--- src/rtl/ptp_fe_uart_pkg.sv ---
// Shared definitions for the paper-tape-punch front-end UART.
// PTP_FE_PARITY_EN selects 8E1 framing (11 bit times) instead of 8N1 (10 bit times).
package ptp_fe_uart_pkg;

  localparam int unsigned DATA_BITS = 8;

`ifdef PTP_FE_PARITY_EN
  localparam int unsigned FRAME_BITS = 11;
`else
  localparam int unsigned FRAME_BITS = 10;
`endif

  typedef enum logic [1:0] {
    IDLE,
    READ,
    HOLD
  } req_state_t;

  typedef enum logic [2:0] {
    T_IDLE,
    T_START,
    T_DATA,
    T_PAR,
    T_STOP
  } tx_state_t;

  function automatic logic even_parity(input logic [DATA_BITS-1:0] d);
    return ^d;
  endfunction

endpackage

--- src/rtl/ptp_fe_uart_fifo.sv ---
// Single-clock frame FIFO with wrap-bit pointers; contents are discarded on reset.
module ptp_fe_fifo #(
  parameter int unsigned DW = 8,
  parameter int unsigned AW = 4
) (
  input  logic          clk,
  input  logic          reset,
  input  logic          push,
  input  logic [DW-1:0] din,
  input  logic          pop,
  output logic [DW-1:0] dout,
  output logic          full,
  output logic          empty,
  output logic [AW:0]   level
);

  logic [DW-1:0] mem [2**AW];
  logic [AW:0]   wr_ptr;
  logic [AW:0]   rd_ptr;
  logic          do_push;
  logic          do_pop;

  always_comb begin
    level   = wr_ptr - rd_ptr;
    full    = (level == {1'b1, {AW{1'b0}}});
    empty   = (level == '0);
    do_pop  = pop && !empty;
    // a simultaneous pop frees the slot, so a push into a full FIFO is legal then
    do_push = push && (!full || do_pop);
    dout    = mem[rd_ptr[AW-1:0]];
  end

  always_ff @(posedge clk or posedge reset) begin
    if (reset) begin
      wr_ptr <= '0;
      rd_ptr <= '0;
    end else begin
      if (do_push) wr_ptr <= wr_ptr + (AW+1)'(1);
      if (do_pop)  rd_ptr <= rd_ptr + (AW+1)'(1);
    end
  end

  always_ff @(posedge clk) begin
    if (do_push) mem[wr_ptr[AW-1:0]] <= din;
  end

endmodule

--- src/rtl/ptp_fe_uart.sv ---
// Punch front-end: pulls one frame per fe_data_rq, buffers it and sends it as async serial.
// Define PTP_FE_PARITY_EN for an even-parity bit between data and stop.
module ptp_fe_uart
  import ptp_fe_uart_pkg::*;
#(
  parameter int unsigned CLKDIV  = 434,
  parameter int unsigned FIFO_AW = 4
) (
  input  logic             clk,
  input  logic             reset,
  input  logic             fe_data_rq,
  output logic             s_read,
  input  logic [31:0]      s_readdata,
  output logic             tx,
  output logic [FIFO_AW:0] fifo_level,
  output logic             tx_busy
);

  localparam int unsigned CW = (CLKDIV > 1) ? $clog2(CLKDIV) : 1;
  localparam int unsigned BW = $clog2(DATA_BITS);
  localparam logic [CW-1:0] CNT_MAX  = CW'(CLKDIV - 1);
  localparam logic [BW-1:0] LAST_BIT = BW'(DATA_BITS - 1);

  req_state_t rq_state, rq_state_n;
  tx_state_t  tx_state, tx_state_n;

  logic                 push, pop, full, empty;
  logic [DATA_BITS-1:0] dout;
  logic [CW-1:0]        cnt, cnt_n;
  logic [BW-1:0]        bit_idx, bit_n;
  logic [DATA_BITS-1:0] shreg, sh_n;
  logic                 tx_n, bit_end;
`ifdef PTP_FE_PARITY_EN
  logic                 par, par_n;
`endif

  logic unused_rd;
  assign unused_rd = ^s_readdata[31:DATA_BITS];

  ptp_fe_fifo #(
    .DW (DATA_BITS),
    .AW (FIFO_AW)
  ) u_fifo (
    .clk   (clk),
    .reset (reset),
    .push  (push),
    .din   (s_readdata[DATA_BITS-1:0]),
    .pop   (pop),
    .dout  (dout),
    .full  (full),
    .empty (empty),
    .level (fifo_level)
  );

  always_ff @(posedge clk or posedge reset) begin
    if (reset) rq_state <= IDLE;
    else       rq_state <= rq_state_n;
  end

  always_comb begin
    rq_state_n = rq_state;
    push       = 1'b0;
    case (rq_state)
      IDLE: if (fe_data_rq && !full) rq_state_n = READ;
      READ: begin
        push       = 1'b1;
        rq_state_n = HOLD;
      end
      HOLD: if (!fe_data_rq) rq_state_n = IDLE;
      default: rq_state_n = IDLE;
    endcase
    s_read = push;
  end

  always_ff @(posedge clk or posedge reset) begin
    if (reset) begin
      tx_state <= T_IDLE;
      cnt      <= '0;
      bit_idx  <= '0;
      shreg    <= '0;
      tx       <= 1'b1;
`ifdef PTP_FE_PARITY_EN
      par      <= 1'b0;
`endif
    end else begin
      tx_state <= tx_state_n;
      cnt      <= cnt_n;
      bit_idx  <= bit_n;
      shreg    <= sh_n;
      tx       <= tx_n;
`ifdef PTP_FE_PARITY_EN
      par      <= par_n;
`endif
    end
  end

  always_comb begin
    tx_state_n = tx_state;
    cnt_n      = cnt;
    bit_n      = bit_idx;
    sh_n       = shreg;
    pop        = 1'b0;
    tx_n       = 1'b1;
`ifdef PTP_FE_PARITY_EN
    par_n      = par;
`endif
    bit_end = (cnt == CNT_MAX);
    if (tx_state != T_IDLE) cnt_n = bit_end ? '0 : cnt + CW'(1);

    case (tx_state)
      T_IDLE: begin
        if (!empty) begin
          pop        = 1'b1;
          cnt_n      = '0;
          tx_state_n = T_START;
        end
      end
      T_START: begin
        if (bit_end) begin
          bit_n      = '0;
          tx_state_n = T_DATA;
        end
      end
      T_DATA: begin
        if (bit_end) begin
          sh_n = shreg >> 1;
          if (bit_idx == LAST_BIT) begin
`ifdef PTP_FE_PARITY_EN
            tx_state_n = T_PAR;
`else
            tx_state_n = T_STOP;
`endif
          end else begin
            bit_n = bit_idx + BW'(1);
          end
        end
      end
`ifdef PTP_FE_PARITY_EN
      T_PAR: if (bit_end) tx_state_n = T_STOP;
`endif
      T_STOP: begin
        // chain straight into the next start bit so queued frames leave with no idle gap
        if (bit_end) begin
          if (!empty) begin
            pop        = 1'b1;
            tx_state_n = T_START;
          end else begin
            tx_state_n = T_IDLE;
          end
        end
      end
      default: tx_state_n = T_IDLE;
    endcase

    if (pop) begin
      sh_n = dout;
`ifdef PTP_FE_PARITY_EN
      par_n = even_parity(dout);
`endif
    end

    case (tx_state_n)
      T_START: tx_n = 1'b0;
      T_DATA:  tx_n = sh_n[0];
`ifdef PTP_FE_PARITY_EN
      T_PAR:   tx_n = par_n;
`endif
      default: tx_n = 1'b1;
    endcase
  end

  assign tx_busy = (tx_state != T_IDLE);

endmodule

--- config.mk ---
export PLATFORM = sky130hd
export DESIGN_NAME = ptp_fe_uart
export DESIGN_NICKNAME = d
export VERILOG_FILES = /design/src/rtl/ptp_fe_uart_pkg.sv /design/src/rtl/ptp_fe_uart_fifo.sv /design/src/rtl/ptp_fe_uart.sv
export SDC_FILE = /design/constraint.sdc
export NUM_CORES = 1
export LEC_CHECK = 0
export BUFFER_PORTS_ARGS = -buffer_cell sky130_fd_sc_hd__buf_4
export CAP_MARGIN = 20
export CORE_AREA = 5 5 114 116
export CTS_BUF_LIST = sky130_fd_sc_hd__clkbuf_8
export DETAILED_ROUTE_END_ITERATION = 8
export DIE_AREA = 0 0 119 121
export PLACE_DENSITY = 0.76
export SLEW_MARGIN = 15
export SYNTH_ARGS = -nofsm -noshare
export SYNTH_HDL_FRONTEND = slang
export SYNTH_SLANG_ARGS = --single-unit
export TNS_END_PERCENT = 30
--- constraint.sdc ---
create_clock -name clk -period 4.4 [get_ports clk]
set_input_delay 1.32 -clock clk [delete_from_list [all_inputs] [get_ports clk]]
set_output_delay 1.32 -clock clk [all_outputs]
set_load 0.1 [all_outputs]
==> results.yml <==
status:
  outcome: "complete, no violations"
layout:
  layout-drive-gt1-share_pct: 21.86
  final_common_cell: "edfxtp_1"
  area_growth_pct: 9.929
  layout_common_cells: "128 x edfxtp_1, 34 x dfrtp_1, 32 x mux4_2"
  fill_cells: 802
  diodes: 0
  finalNonFillerCells: 577
  nets: 467
yosys:
  synth_warnings: 0
  synthTopCellsByArea: "edfxtp_1 56%, dfrtp_1 13%, mux4_2 10%, ha_1 2.4%, mux2i_1 2.2%"
  synth_cell_types: 49
  synth_top_flop_cell: "edfxtp_1"
  synth-edff-count: 128
  ys_async_sr_fraction_pct: 21.95
  syn_inst: 389
  synth_area_um2: 6893
  synth_top_area_share_pct: 55.76
  seq_area_frac_synth_pct: 68.85
  post-synth-top-area-cell: "edfxtp_1"
  synth_nets: 438
  synth.avg_cell_area_um2: 17.72
  ys_seq_elements: 164
timing:
  worst_pin_slew_ns: 0.9010
  period_share_pct: 84.11
  final.setup.worst_slack_ns: 0.6991
  setup_violations: 0
  rsz0062_at_grt: "false"
  finalCriticalPeriod_ns: 3.701
  hold_viol_final: 0
  relSlewSlack_pct: 39.82
  max_freq_mhz: 270.2
  finClkSkew_ns: 0.01172
  slew_violations: 0
clocking:
  clkSlewWorstSetupHoldPaths_ns: 0.09
  cts_tree: "built"
  clkSinkCount: 164
  cts_buffers: 17
  holdBufCountCts: 0
  cts_resized: 0
  post_cts_buffers: 0
  clock_latency_ns: 0.46
  root_buffer: "clkbuf_8"
  cts_buffer_depth: 2
  htree_levels: 4
worst_setup_path:
  arrival_ns: 2.38
  rr_worst_depth: 9
  cp-end-kind: "primary output"
  cp_data_required_time_ns: 3.08
  r2r-end: "u_fifo.mem[11][0]"
  reg2reg_from: "u_fifo.wr_ptr[0]"
  reg2reg_setup_slack_ns: 1.15
  cp_max_fo: 4
  start_kind: "register"
  crit_type: "register to primary output"
die:
  core-area_um2: 11810
  die_h_um: 121
  std_cell_rows: 40
  io-pin-count: 43
  start_util_pct: 58.36
  chipWidth_um: 119
  die-area_um2: 14400
placement:
  portBuffers: 18
  dp.cells: 546
  gp_congestion: 0.7457
  dp_hpwl_mm: 7.814
  place_ws_ns: 1.176
detailed_routing:
  vias: 3508
  ant_nets: 0
  wl_mm: 12.15
  dr.pass1.iters: 7
  drc: 0
  viasPerCell: 6.080
  wl_per_cell_um: 21.05
  drtIter0Drc: 358
worst_hold_path:
  hp-start: "rq_state[0]"
  hp-class: "register to register"
  min_to: "rq_state[0]"
  whs_path_depth: 1
power:
  p_leak_uw: 0.002788
  vdd_ir_drop_max_mv: 0.5839
  power_density_nw_per_um2: 689.3
grt:
  grt_pass1_vias: 3581
  grt_overflow: 0
  grt_pass1_wl_mm: 19.84
  grt_usage_pct: 18.37
  antenna_found_initial: 0
  grt_max_degree: 37
job:
  maxCapViolCount: 0
power breakdown:
group / switching (µW) / internal [µW] / total, µW
clock: 560 / 566 / 1130
sequential: 129 / 1860 / 1990
combinational: 1380 / 726 / 2110
flip-flops by register name, indices dropped and copies added (netlist names):
| signal | count |
|---|---|
| tx | 1 |
| rq_state | 2 |
| shreg | 8 |
| tx_state | 3 |
| bit_idx | 3 |
| u_fifo.wr_ptr | 5 |
| cnt | 9 |
| u_fifo.rd_ptr | 5 |
| u_fifo.mem | 128 |
through the flow:
| step | hold slack [ns] | power (µW) | setup TNS (ns) | utilization (%) | instance area (µm²) |
|---|---|---|---|---|---|
| floorplan | 0.4255 | 3706 | -0.09487 | - | 6900 |
| detailed placement | 0.4436 | 4144 | 0 | 60.68 | 7167 |
| CTS | 0.4559 | 5259 | 0 | 64.15 | 7577 |
| global route | 0.4631 | 5493 | 0 | 64.15 | 7577 |
| global placement | 0.4343 | 4094 | 0 | 60.68 | 7167 |
| finish | 0.4563 | 5223 | 0 | 64.15 | 7577 |
cell type report:
| class | instances | area, µm² | area share [%] |
|---|---|---|---|
| tap | 147 | 183.9 | 2.427 |
| clock buffer | 17 | 234.0 | 3.088 |
| inverter | 15 | 56.30 | 0.7431 |
| clock inverter | 14 | 176.4 | 2.328 |
| multi-input combinational | 199 | 2022 | 26.68 |
| sequential | 164 | 4747 | 62.65 |
| timing repair buffer | 21 | 157.7 | 2.081 |
worst max-delay path by stage:
stage,start,endpoint,slack (ns),cells past startpoint
2_1_floorplan,u_fifo.rd_ptr[1],fifo_level[4],-0.09,8
3_3_place_gp,u_fifo.wr_ptr[0],fifo_level[4],1.23,8
3_5_place_dp,u_fifo.wr_ptr[0],u_fifo.mem[11][3],1.18,9
4_1_cts,u_fifo.wr_ptr[0],fifo_level[4],0.66,8
5_1_grt,u_fifo.wr_ptr[0],fifo_level[4],0.56,8
6_report,u_fifo.wr_ptr[0],fifo_level[4],0.70,8
Yosys cell counts (2+ instances only):
| library cell | count |
|---|---|
| a211oi_2 | 2 |
| a21oi_1 | 5 |
| a221oi_1 | 8 |
| a22o_1 | 10 |
| and3_1 | 18 |
| and4_1 | 2 |
| buf_2 | 4 |
| buf_4 | 2 |
| buf_6 | 3 |
| dfrtp_1 | 35 |
| edfxtp_1 | 128 |
| ha_1 | 13 |
| inv_1 | 15 |
| mux2_1 | 2 |
| mux2i_1 | 15 |
| mux4_2 | 32 |
| nand2_1 | 8 |
| nand2b_1 | 2 |
| nand3_1 | 9 |
| nand3b_1 | 3 |
| nand4_1 | 2 |
| nor2_1 | 18 |
| nor3_1 | 4 |
| nor3b_1 | 3 |
| o21ai_0 | 5 |
| or3_1 | 2 |
| xnor2_1 | 6 |
| xor2_1 | 12 |
worst max-delay path, stage by stage (launching register included):
cell and delay [ns]:
dfrtp_1 0.42, inv_1 0.15, ha_1 0.18, inv_1 0.05
fa_1 0.44, nand3_1 0.12, a21oi_1 0.14, nor2_1 0.13
buf_4 0.29
cells by family after synthesis:
group,Yosys count,synth area share (%)
flops,164,68.85
simple gates,79,6.462
mux,50,13.12
compound gates,38,4.701
buf+inv,26,1.924
xor+xnor,18,2.287
fa+ha+maj,14,2.650
layer usage:
| metal | share of wire [%] | global-route usage (%) | up-vias | routed length, µm |
|---|---|---|---|---|
| met5 | 0 | 0 | - | 0 |
| met4 | 1.2 | 4.996 | 0 | 144 |
| met1 | 43 | 25.06 | 1810 | 5266 |
| li1 | - | - | 1598 | - |
| met2 | 50 | 29.42 | 88 | 6123 |
| met3 | 5.0 | 5.128 | 12 | 610 |
No activity file was read; power rests on OpenSTA's default activity.
